===== config.mk =====
export PLATFORM = sky130hd
export DESIGN_NAME = router_fsm_nch
export DESIGN_NICKNAME = d
export VERILOG_FILES = /design/src/rtl/router_pkg.sv /design/src/rtl/router_wait_timer.sv /design/src/rtl/router_fsm_nch.sv
export SDC_FILE = /design/constraint.sdc
export NUM_CORES = 1
export LEC_CHECK = 0
export CORE_ASPECT_RATIO = 1.4
export CORE_MARGIN = 8
export CORE_UTILIZATION = 40
export CTS_CLUSTER_DIAMETER = 150
export CTS_CLUSTER_SIZE = 25
export DETAILED_ROUTE_END_ITERATION = 16
export GPL_TIMING_DRIVEN = 0
export PLACE_DENSITY_LB_ADDON = 0.05
export SETUP_SLACK_MARGIN = 0.5
export SLEW_MARGIN = 40
export SYNTH_ARGS = -nofsm -noshare
export SYNTH_HDL_FRONTEND = slang
export SYNTH_HIERARCHICAL = 1
export SYNTH_SLANG_ARGS = --single-unit
export TNS_END_PERCENT = 10

===== constraint.sdc =====
create_clock -name clock -period 2.2 [get_ports clock]
set_clock_uncertainty 0.1 [all_clocks]
set_input_delay 0.33 -clock clock [delete_from_list [all_inputs] [get_ports clock]]
set_output_delay 0.33 -clock clock [all_outputs]
set_load 0.01 [all_outputs]

===== src/rtl/router_pkg.sv =====
// Shared types and helpers for the NUM_CH router control FSM.
package router_pkg;

    localparam int unsigned STATE_W = 4;

    typedef enum logic [STATE_W-1:0] {
        DECODE_ADDRESS     = 4'd0,
        LOAD_FIRST_DATA    = 4'd1,
        LOAD_DATA          = 4'd2,
        LOAD_PARITY        = 4'd3,
        FIFO_FULL_STATE    = 4'd4,
        LOAD_AFTER_FULL    = 4'd5,
        WAIT_TILL_EMPTY    = 4'd6,
        CHECK_PARITY_ERROR = 4'd7,
        DROP_PACKET        = 4'd8
    } state_e;

    // Bits needed to hold 0..wait_max; never less than one bit.
    function automatic int unsigned wait_cnt_w(input int unsigned wait_max);
        int unsigned w;
        w = 1;
        while ((64'd1 << w) < (64'(wait_max) + 64'd1)) begin
            w = w + 1;
        end
        return w;
    endfunction

endpackage


===== src/rtl/router_wait_timer.sv =====
// Saturating wait counter: counts while enabled, clears otherwise, and flags
// the last permitted cycle (WAIT_MAX-1). WAIT_MAX == 0 disables the flag.
module router_wait_timer
    import router_pkg::*;
#(
    parameter int unsigned WAIT_MAX = 30
) (
    input  logic clk_i,
    input  logic rst_i,
    input  logic en_i,
    output logic tc_o
);

    localparam int unsigned       CNT_W   = wait_cnt_w(WAIT_MAX);
    localparam logic [CNT_W-1:0]  CNT_SAT = CNT_W'(WAIT_MAX);
    localparam logic [CNT_W-1:0]  CNT_TC  = CNT_W'((WAIT_MAX == 0) ? 0 : WAIT_MAX - 1);
    localparam logic [CNT_W-1:0]  CNT_ONE = CNT_W'(1);

    logic [CNT_W-1:0] cnt_q, cnt_d;

    // Next count: clear when idle, increment while enabled, hold at saturation.
    always_comb begin
        cnt_d = cnt_q;
        if (!en_i) begin
            cnt_d = '0;
        end else if (cnt_q != CNT_SAT) begin
            cnt_d = cnt_q + CNT_ONE;
        end
    end

    // Counter register.
    always_ff @(posedge clk_i or posedge rst_i) begin
        if (rst_i) begin
            cnt_q <= '0;
        end else begin
            cnt_q <= cnt_d;
        end
    end

    assign tc_o = (WAIT_MAX != 0) && en_i && (cnt_q == CNT_TC);

endmodule


===== src/rtl/router_fsm_nch.sv =====
// Router control FSM for NUM_CH output channels: decodes the header address,
// sequences FIFO writes, drops invalid-address packets and bounds the wait
// for a busy destination FIFO.
module router_fsm_nch
    import router_pkg::*;
#(
    parameter int unsigned NUM_CH   = 3,
    parameter int unsigned ADDR_W   = 2,
    parameter int unsigned WAIT_MAX = 30
) (
    input  logic              clock,
    input  logic              reset,
    input  logic              pkt_valid,
    input  logic [ADDR_W-1:0] data_in,
    input  logic [NUM_CH-1:0] fifo_full,
    input  logic [NUM_CH-1:0] fifo_empty,
    input  logic [NUM_CH-1:0] soft_reset,
    input  logic              parity_done,
    input  logic              low_pkt_valid,
    output logic              detect_add,
    output logic              lfd_state,
    output logic              ld_state,
    output logic              laf_state,
    output logic              full_state,
    output logic              rst_int_reg,
    output logic              write_enb_reg,
    output logic              busy,
    output logic              drop_state,
    output logic              timeout_err,
    output logic [ADDR_W-1:0] ch_sel
);

    // Channel vectors are widened to the full address space so that an
    // out-of-range address indexes a zero bit instead of going out of bounds.
    localparam int unsigned       CH_SPACE = 1 << ADDR_W;
    localparam logic [ADDR_W:0]   NUM_CH_W = (ADDR_W + 1)'(NUM_CH);

    logic [CH_SPACE-1:0] empty_ext, full_ext, srst_ext;
    logic                addr_valid;
    logic                wait_tc;

    state_e              state_q, state_d;
    logic [ADDR_W-1:0]   ch_sel_q, ch_sel_d;

    assign empty_ext  = CH_SPACE'(fifo_empty);
    assign full_ext   = CH_SPACE'(fifo_full);
    assign srst_ext   = CH_SPACE'(soft_reset);
    assign addr_valid = ({1'b0, data_in} < NUM_CH_W);
    assign ch_sel     = ch_sel_q;

    router_wait_timer #(
        .WAIT_MAX (WAIT_MAX)
    ) u_wait_timer (
        .clk_i (clock),
        .rst_i (reset),
        .en_i  (state_q == WAIT_TILL_EMPTY),
        .tc_o  (wait_tc)
    );

    // Next-state and channel-select logic; soft reset of the selected channel
    // overrides every normal transition outside DECODE_ADDRESS.
    always_comb begin
        state_d  = state_q;
        ch_sel_d = ch_sel_q;
        case (state_q)
            DECODE_ADDRESS: begin
                if (pkt_valid) begin
                    ch_sel_d = data_in;
                    if (!addr_valid)              state_d = DROP_PACKET;
                    else if (empty_ext[data_in])  state_d = LOAD_FIRST_DATA;
                    else                          state_d = WAIT_TILL_EMPTY;
                end
            end
            LOAD_FIRST_DATA:    state_d = LOAD_DATA;
            LOAD_DATA: begin
                if (full_ext[ch_sel_q])  state_d = FIFO_FULL_STATE;
                else if (!pkt_valid)     state_d = LOAD_PARITY;
            end
            LOAD_PARITY:        state_d = CHECK_PARITY_ERROR;
            FIFO_FULL_STATE: begin
                if (!full_ext[ch_sel_q]) state_d = LOAD_AFTER_FULL;
            end
            LOAD_AFTER_FULL: begin
                if (parity_done)         state_d = DECODE_ADDRESS;
                else if (low_pkt_valid)  state_d = LOAD_PARITY;
                else                     state_d = LOAD_DATA;
            end
            WAIT_TILL_EMPTY: begin
                if (empty_ext[ch_sel_q]) state_d = LOAD_FIRST_DATA;
                else if (wait_tc)        state_d = DROP_PACKET;
            end
            CHECK_PARITY_ERROR: begin
                if (full_ext[ch_sel_q])  state_d = FIFO_FULL_STATE;
                else                     state_d = DECODE_ADDRESS;
            end
            DROP_PACKET: begin
                if (!pkt_valid)          state_d = DECODE_ADDRESS;
            end
            default:            state_d = DECODE_ADDRESS;
        endcase
        if ((state_q != DECODE_ADDRESS) && srst_ext[ch_sel_q]) begin
            state_d = DECODE_ADDRESS;
        end
    end

    // State and channel-select registers.
    always_ff @(posedge clock or posedge reset) begin
        if (reset) begin
            state_q  <= DECODE_ADDRESS;
            ch_sel_q <= '0;
        end else begin
            state_q  <= state_d;
            ch_sel_q <= ch_sel_d;
        end
    end

    // Moore output decode; timeout_err is the only input-qualified strobe.
    always_comb begin
        detect_add    = 1'b0;
        lfd_state     = 1'b0;
        ld_state      = 1'b0;
        laf_state     = 1'b0;
        full_state    = 1'b0;
        rst_int_reg   = 1'b0;
        write_enb_reg = 1'b0;
        busy          = 1'b0;
        drop_state    = 1'b0;
        timeout_err   = 1'b0;
        case (state_q)
            DECODE_ADDRESS:     detect_add = 1'b1;
            LOAD_FIRST_DATA: begin
                lfd_state = 1'b1;
                busy      = 1'b1;
            end
            LOAD_DATA: begin
                ld_state      = 1'b1;
                write_enb_reg = 1'b1;
            end
            LOAD_PARITY: begin
                write_enb_reg = 1'b1;
                busy          = 1'b1;
            end
            FIFO_FULL_STATE: begin
                full_state = 1'b1;
                busy       = 1'b1;
            end
            LOAD_AFTER_FULL: begin
                laf_state     = 1'b1;
                write_enb_reg = 1'b1;
                busy          = 1'b1;
            end
            WAIT_TILL_EMPTY: begin
                busy        = 1'b1;
                timeout_err = wait_tc && !empty_ext[ch_sel_q];
            end
            CHECK_PARITY_ERROR: begin
                rst_int_reg = 1'b1;
                busy        = 1'b1;
            end
            DROP_PACKET:        drop_state = 1'b1;
            default: ;
        endcase
    end

endmodule


======== Word level (Yosys, flattened, before mapping) ========
Index checks and enable logic that the tools add are counted.
word-level totals
  register bits ........................... 11
  input bits .............................. 16
  output and inout bits ................... 12
  logic and storage cells ................. 67
operators by class
  $add $sub $neg .......................... 1
  $lt $le $gt $ge ......................... 3
  equal/unequal tests ..................... 16
  mux-type cells .......................... 34
  reductions and logical operators ........ 10
operator list
  operator                                                     count
  two-way mux 4 bit                                            9
  case mux 4 bit (9 select lines)                              1
  == test 4 x 3 -> 1 bit (second input constant)               4
  two-way mux 1 bit                                            15
  two-way mux 5 bit                                            2
  != test 3 bit (second input constant)                        3
  binary-select mux 1 bit (select 2 bit)                       4
  == test 4 x 2 -> 1 bit (second input constant)               2
  != test 4 bit (second input constant)                        2
  less-than comparator 2 x 3 -> 1 bit (second input constant)  2
  two-way mux 3 bit                                            2
  OR reduction 6 bit                                           1
  adder 5 x 1 -> 5 bit (second input constant)                 1
  == test 5 bit (second input constant)                        1
  != test 5 bit (second input constant)                        1
  AND reduction 5 bit                                          1
  == test 4 x 1 -> 1 bit (second input constant)               1
  == test 4 bit (second input constant)                        1
  logical NOT 4 bit                                            1
  nonzero test 4 bit                                           1
  logical AND 1 bit                                            3
  OR reduction 3 bit                                           1
  less-than comparator 2 bit (second input constant)           1
  two-way mux 2 bit                                            1
  other kinds (3)                                              3

======== Depth between registers and ports, before layout ========
  depth in word-level cells ............... 7
  mapped depth ............................ 8
  mapped depth without buffers ............ 7

======== Hierarchy ========
Netlist, hierarchy kept.
by module, submodules not included
  module             times used  cells each  area each (µm²)  seq. area each (µm²)
  router_fsm_nch     1           75          679.4            150.1
  router_wait_timer  1           31          306.5            125.1

======== Worst setup path before layout ========
Ideal clock, no wire load.
  path kind ............................... reg2reg
  start point ............................. reg state_q[0]
  end point ............................... reg state_q[0]
  library setup time ...................... 111 ps
  arrival ................................. 1973 ps
  data required time ...................... 1989 ps
  path slack .............................. 15 ps
  cell stages (with the launch flop) ...... 8
  buffers on the path ..................... 0
  period minus slack after synthesis ...... 2185 ps
  cells stage by stage .................... dfrtp_1 -> or3b_4 -> nor2_1 -> nand3_1 -> nor2_1 -> o32a_4 -> o2111ai_4 -> a2111oi_2
between the ends
  cells in the longest elaborated chain, start to end .. 4
  elaborated cells on any way between the ends .. 20
  those cells by class .................... 13 x eq/ne; 2 x mux; 5 x reduce/logical
ends and longest elaborated chain
  item                           RTL line                 RTL
  from (decl)                    router_fsm_nch.sv:42     state_e state_q, state_d;
  from (signal assigned)         router_fsm_nch.sv:112    state_q <= state_d;
  == test 4 x 3 -> 1 bit         router_fsm_nch.sv:56     .en_i (state_q == WAIT_TILL_EMPTY),
  logical AND 1 bit              router_wait_timer.sv:40  assign tc_o = (WAIT_MAX != 0) && en_i && (cnt_q == CNT_TC);
  via wait_tc                    router_fsm_nch.sv:40     logic wait_tc;
  != test 4 bit (no line)        --
  AND reduction 5 bit (no line)  --
The timed path passes the listed nets, and every way through them passes these cells.
A chain may end at the register's enable or synchronous reset.

======== Worst setup path after layout ========
  start point ............................. reg state_q[0]
  end point ............................... out timeout_err
between the ends
  cells in the longest elaborated chain, start to end .. 4
ends and longest elaborated chain
  item                    RTL line                 RTL
  == test 4 x 3 -> 1 bit  router_fsm_nch.sv:56
  logical AND 1 bit       router_wait_timer.sv:40
  via wait_tc             router_fsm_nch.sv:40
  logical AND 1 bit       router_fsm_nch.sv:154    timeout_err = wait_tc && !empty_ext[ch_sel_q];
  two-way mux 1 bit       router_fsm_nch.sv:129    case (state_q)
  to (decl)               router_fsm_nch.sv:29     output logic timeout_err,
The timed path passes the listed nets, and every way through them passes these cells.

==> impl_summary.md <==
Outcome
The flow ran to the end, but the final reports show violations. The final reports fail on negative setup slack.

Floorplan
The die covers 4330 um^2. From left edge to right edge, the die measures 58.0 um. The number of placed I/O pins is 28. The initial utilization of the core area, before any placement, comes to 41.7%. The area of the core region is 2360 um^2. The standard-cell row count is 21. The vertical extent of the die is 74.7 um.

CTS
TritonCTS built the clock tree. The buffer depth of the longest clock path is 2. The clock-pin transition on the worst setup and hold timing paths is 70 ps.

TritonCTS created 3 clock buffers. The clock latency at the later pin of the worst-skew pair is 260 ps. The deepest level of the CTS H-tree is 1. For this design, the sink count on the clock tree is 11. The tree is rooted in a clkbuf_4.

Power and ir drop
The switching share of power is 43.8%. The total power consumption of the routed design is 1.63 mW. The cell-internal power is 917 uW. The clock share of power is 8.0%.

The maximum ir drop on the vdd rail is 0.000498 V. The part of the total power dissipated in sequential elements is 18.9%. In this run the power density over the cells is 1100 nW/um^2. In this run the power spent charging and discharging nets is 715 uW.

In this run the static leakage power is 0.653 nW. The power share of the combinational group is 73.2%.

Synthesis
Summing the sequential cell areas from Yosys gives 27.9% of the chip area. In this run, synthesis produced a sequential element count of 11. In the post-synthesis netlist, the biggest area contributors are dfrtp_1 28%, mux2i_1 7.1%, ha_1 3.8%. The post-synthesis async set-or-reset flop share is 100%. The largest area contributor in the synthesized netlist is dfrtp_1. The number of distinct standard cells referenced by the synthesized netlist is 44. Synthesis handed over a netlist of 106 instances.

The post-synthesis instance area is 986 um^2. The portion of synthesized cell area occupied by the leading cell type is 27.9%. The post-synthesis average cell area is 9.30 um^2.

Among all flip-flop cells after synthesis, the most frequent one is dfrtp_1. Yosys mapped a number of flops with a built-in enable equal to 0. The number of warnings printed during yosys synthesis is 6.

The number of nets in the synthesized netlist is 125.

Drt
The post-detailed-route wirelength per cell is 16.2 um. The total iterations of the first detailed-routing run is 2. The total wire length after detailed routing is 2780 um. The starting DRC count in detailed routing is 11. Using the TritonRoute via totals, the vias-per-cell ratio works out to 5.80. The final antenna-violating net count is 0. The total vias in the final route is 992. For this run, design rule violations remaining after detail routing come to 0.

Timing
The worst relative slew slack is 70.1%. Setup violations remaining at the end of the flow were counted as 1. Timing would allow up to 0.452 GHz.

In the post-route analysis, the smallest setup slack over all paths is -14.1 ps. The max-slew violation total from the final report is 0. The minimum clock period after layout is 2210 ps. The final critical path takes up 101% of the cycle. The pin slew with the least headroom to its limit is 447 ps. Setup repair after global routing could not meet its margin everywhere. The worst hold margin is 204 ps. The final number of hold-violating endpoints came to 0.

Worst setup path
The gate family responsible for the most delay along the worst path is simple AND/OR/NAND/NOR gates. The required time of the critical path is 1770 ps. Together, buffers and inverters on the worst path number 2. The worst setup path is of the flop to output pin kind.

The delay of the slowest critical-path stage is 420 ps. The maximum net fanout on the critical path is 2. The type of destination of the critical path is an output pin. Counting cells, the worst reg-to-reg path comes to 9. Traced cell by cell, the critical path runs through or3b_4, nor2_4, nand3_2, nor2_2, inv_1, nor3_2, buf_2. The startpoint type of the worst setup path is a flop. The arrival time reported for the critical path endpoint is 1780 ps. The critical path depth is 7.

The setup check on the worst reg-to-reg path leaves a slack of 70 ps. On the critical path, the stage with the largest delay is an instance of dfrtp_2.

Min path
The path class of the tightest hold or removal check is input port to asynchronous set/reset pin.

GRT
The via count of the first global-routing pass is 983. The initial antenna violation count is 0. After global routing the overflow that remains totals 0. The global-route total usage across every layer is 12.9%. Entering global routing, the biggest net connects 11 pins. The first global-routing pass estimated 4460 um of wire.

Finish
In the final layout, the share of cells above drive strength 1 is 35.1%. Compared with the post-synthesis result, the final layout area differs by 50.1%. The total number of nets in the final design is 168. The final design utilization is 62.6%. The count of cells in the finished layout, fillers not included, comes to 171. The area taken by multi-input logic gates is 717 um^2. The number of inserted filler cells in the final layout is 230. The sequential standard cell area is 278 um^2. The antenna diode count is 0.

Place
The half-perimeter wire length after detailed placement is 2020 um. Counting tap cells, the placed design contains a total of 156 instances. The number of buffers added on ports is 27. The worst setup slack after placement is -371 ps. The congestion estimate from routability-driven global placement came to 0.829.

Flow run
The max-capacitance violation count is 0.
==> cells in the final DEF, fill, tap and decap left out, types with 2 or more instances in the layout <==
cell type	n
nor3_2	2
buf_2	6
a21boi_0	2
buf_6	7
o21a_1	2
nor4_4	2
a211oi_1	2
mux2i_1	7
ha_1	3
buf_4	7
dfrtp_2	2
nand2_1	8
mux2_1	2
nor2_2	2
clkdlybuf4s15_2	2
a22oi_1	2
nand2b_1	2
and3_1	2
dlygate4sd2_1	2
a31oi_1	4
inv_1	8
nand3b_1	4
clkbuf_4	3
clkdlybuf4s50_1	16
dfrtp_1	9
nor2_4	3
nor2_1	4
o21ai_0	3
==> routing by layer <==
metal	GRT usage [%]	share of wire [%]	wire, um
met4	6.28	1.2	33
met5	0	0	0
met1	12.5	36	1010
met3	2.39	4.6	128
met2	25.2	58	1610
==> cell families after synthesis <==
family	share of synthesized area (%)
compound gates	24.5
buf+inv	6.98
fa+ha+maj	4.82
flops	27.9
mux	9.39
simple gates	26.4
==> final timing paths <==
kind / startpoint / end
hold reg to reg: u_wait_timer/cnt_q[4] / u_wait_timer/cnt_q[4]
setup reg to reg: state_q[0] / state_q[0]
setup / recovery: state_q[0] / timeout_err
max in group asynchronous: reset / state_q[0]
hold / removal: reset / u_wait_timer/cnt_q[0]
min in group clock: u_wait_timer/cnt_q[4] / u_wait_timer/cnt_q[4]
==> sequential cells by signal, indices dropped and copies added (netlist names) <==
| name | count |
|---|---|
| ch_sel | 2 |
| u_wait_timer/cnt_q | 5 |
| state_q | 4 |
==> power groups by stage <==
stage                     Combinational, mW  Clock, mW  Sequential, mW
after floorplan                       0.662          0           0.312
after global placement                0.971          0           0.314
after detailed placement              0.978          0           0.317
after CTS                              1.15      0.136           0.306
after global routing                   1.28      0.143           0.316
final                                  1.19      0.130           0.308
==> per-stage QoR <==
stage | TNS (ps) | area (um^2)
3_5_place_dp | -371 | 1300
5_1_grt | -85.9 | 1480
2_1_floorplan | 0 | 997
3_3_place_gp | -364 | 1300
4_1_cts | -23.4 | 1450
6_report | -14.1 | 1480
==> synthesized netlist by cell type (2+ instances only) <==
cell type,number
nor2_1,9
mux2_1,2
a211oi_1,3
mux2i_1,7
dfrtp_1,11
a31oi_1,4
a21oi_1,2
o21ai_0,3
a21boi_0,2
nand3b_1,4
ha_1,3
nand2b_1,3
nand2_1,8
and3_1,2
inv_1,10
o21a_1,2
buf_4,2
nand3_1,2
a22oi_1,2
==> worst register-to-register path, stage by stage, from the launching register on <==
cell	delay, ps
dfrtp_2	420
or3b_4	400
nor2_4	100
nand3_2	80
nor2_2	140
buf_4	140
buf_6	80
o32a_4	180
o2111ai_4	160
a2111oi_4	230
==> cell type report <==
class / instances / area share, %
Sequential cell: 11 / 18.8
Multi-Input combinational cell: 81 / 48.4
Clock buffer: 4 / 1.78
Buffer: 4 / 2.79
Tap cell: 23 / 1.94
Timing Repair Buffer: 38 / 23.3
Inverter: 10 / 2.96
==> what timing repair did <==
| action | 4_1_cts | 5_1_grt |
|---|---|---|
| endpoints found under the setup margin | 16 | 17 |
| cloned | 0 | 0 |
| pin swaps | 13 | 9 |
| gates resized for setup | 52 | 7 |
| hold buffers | 0 | 0 |
| buffers inserted | 9 | 2 |
Power figures use the tool's default switching activity.
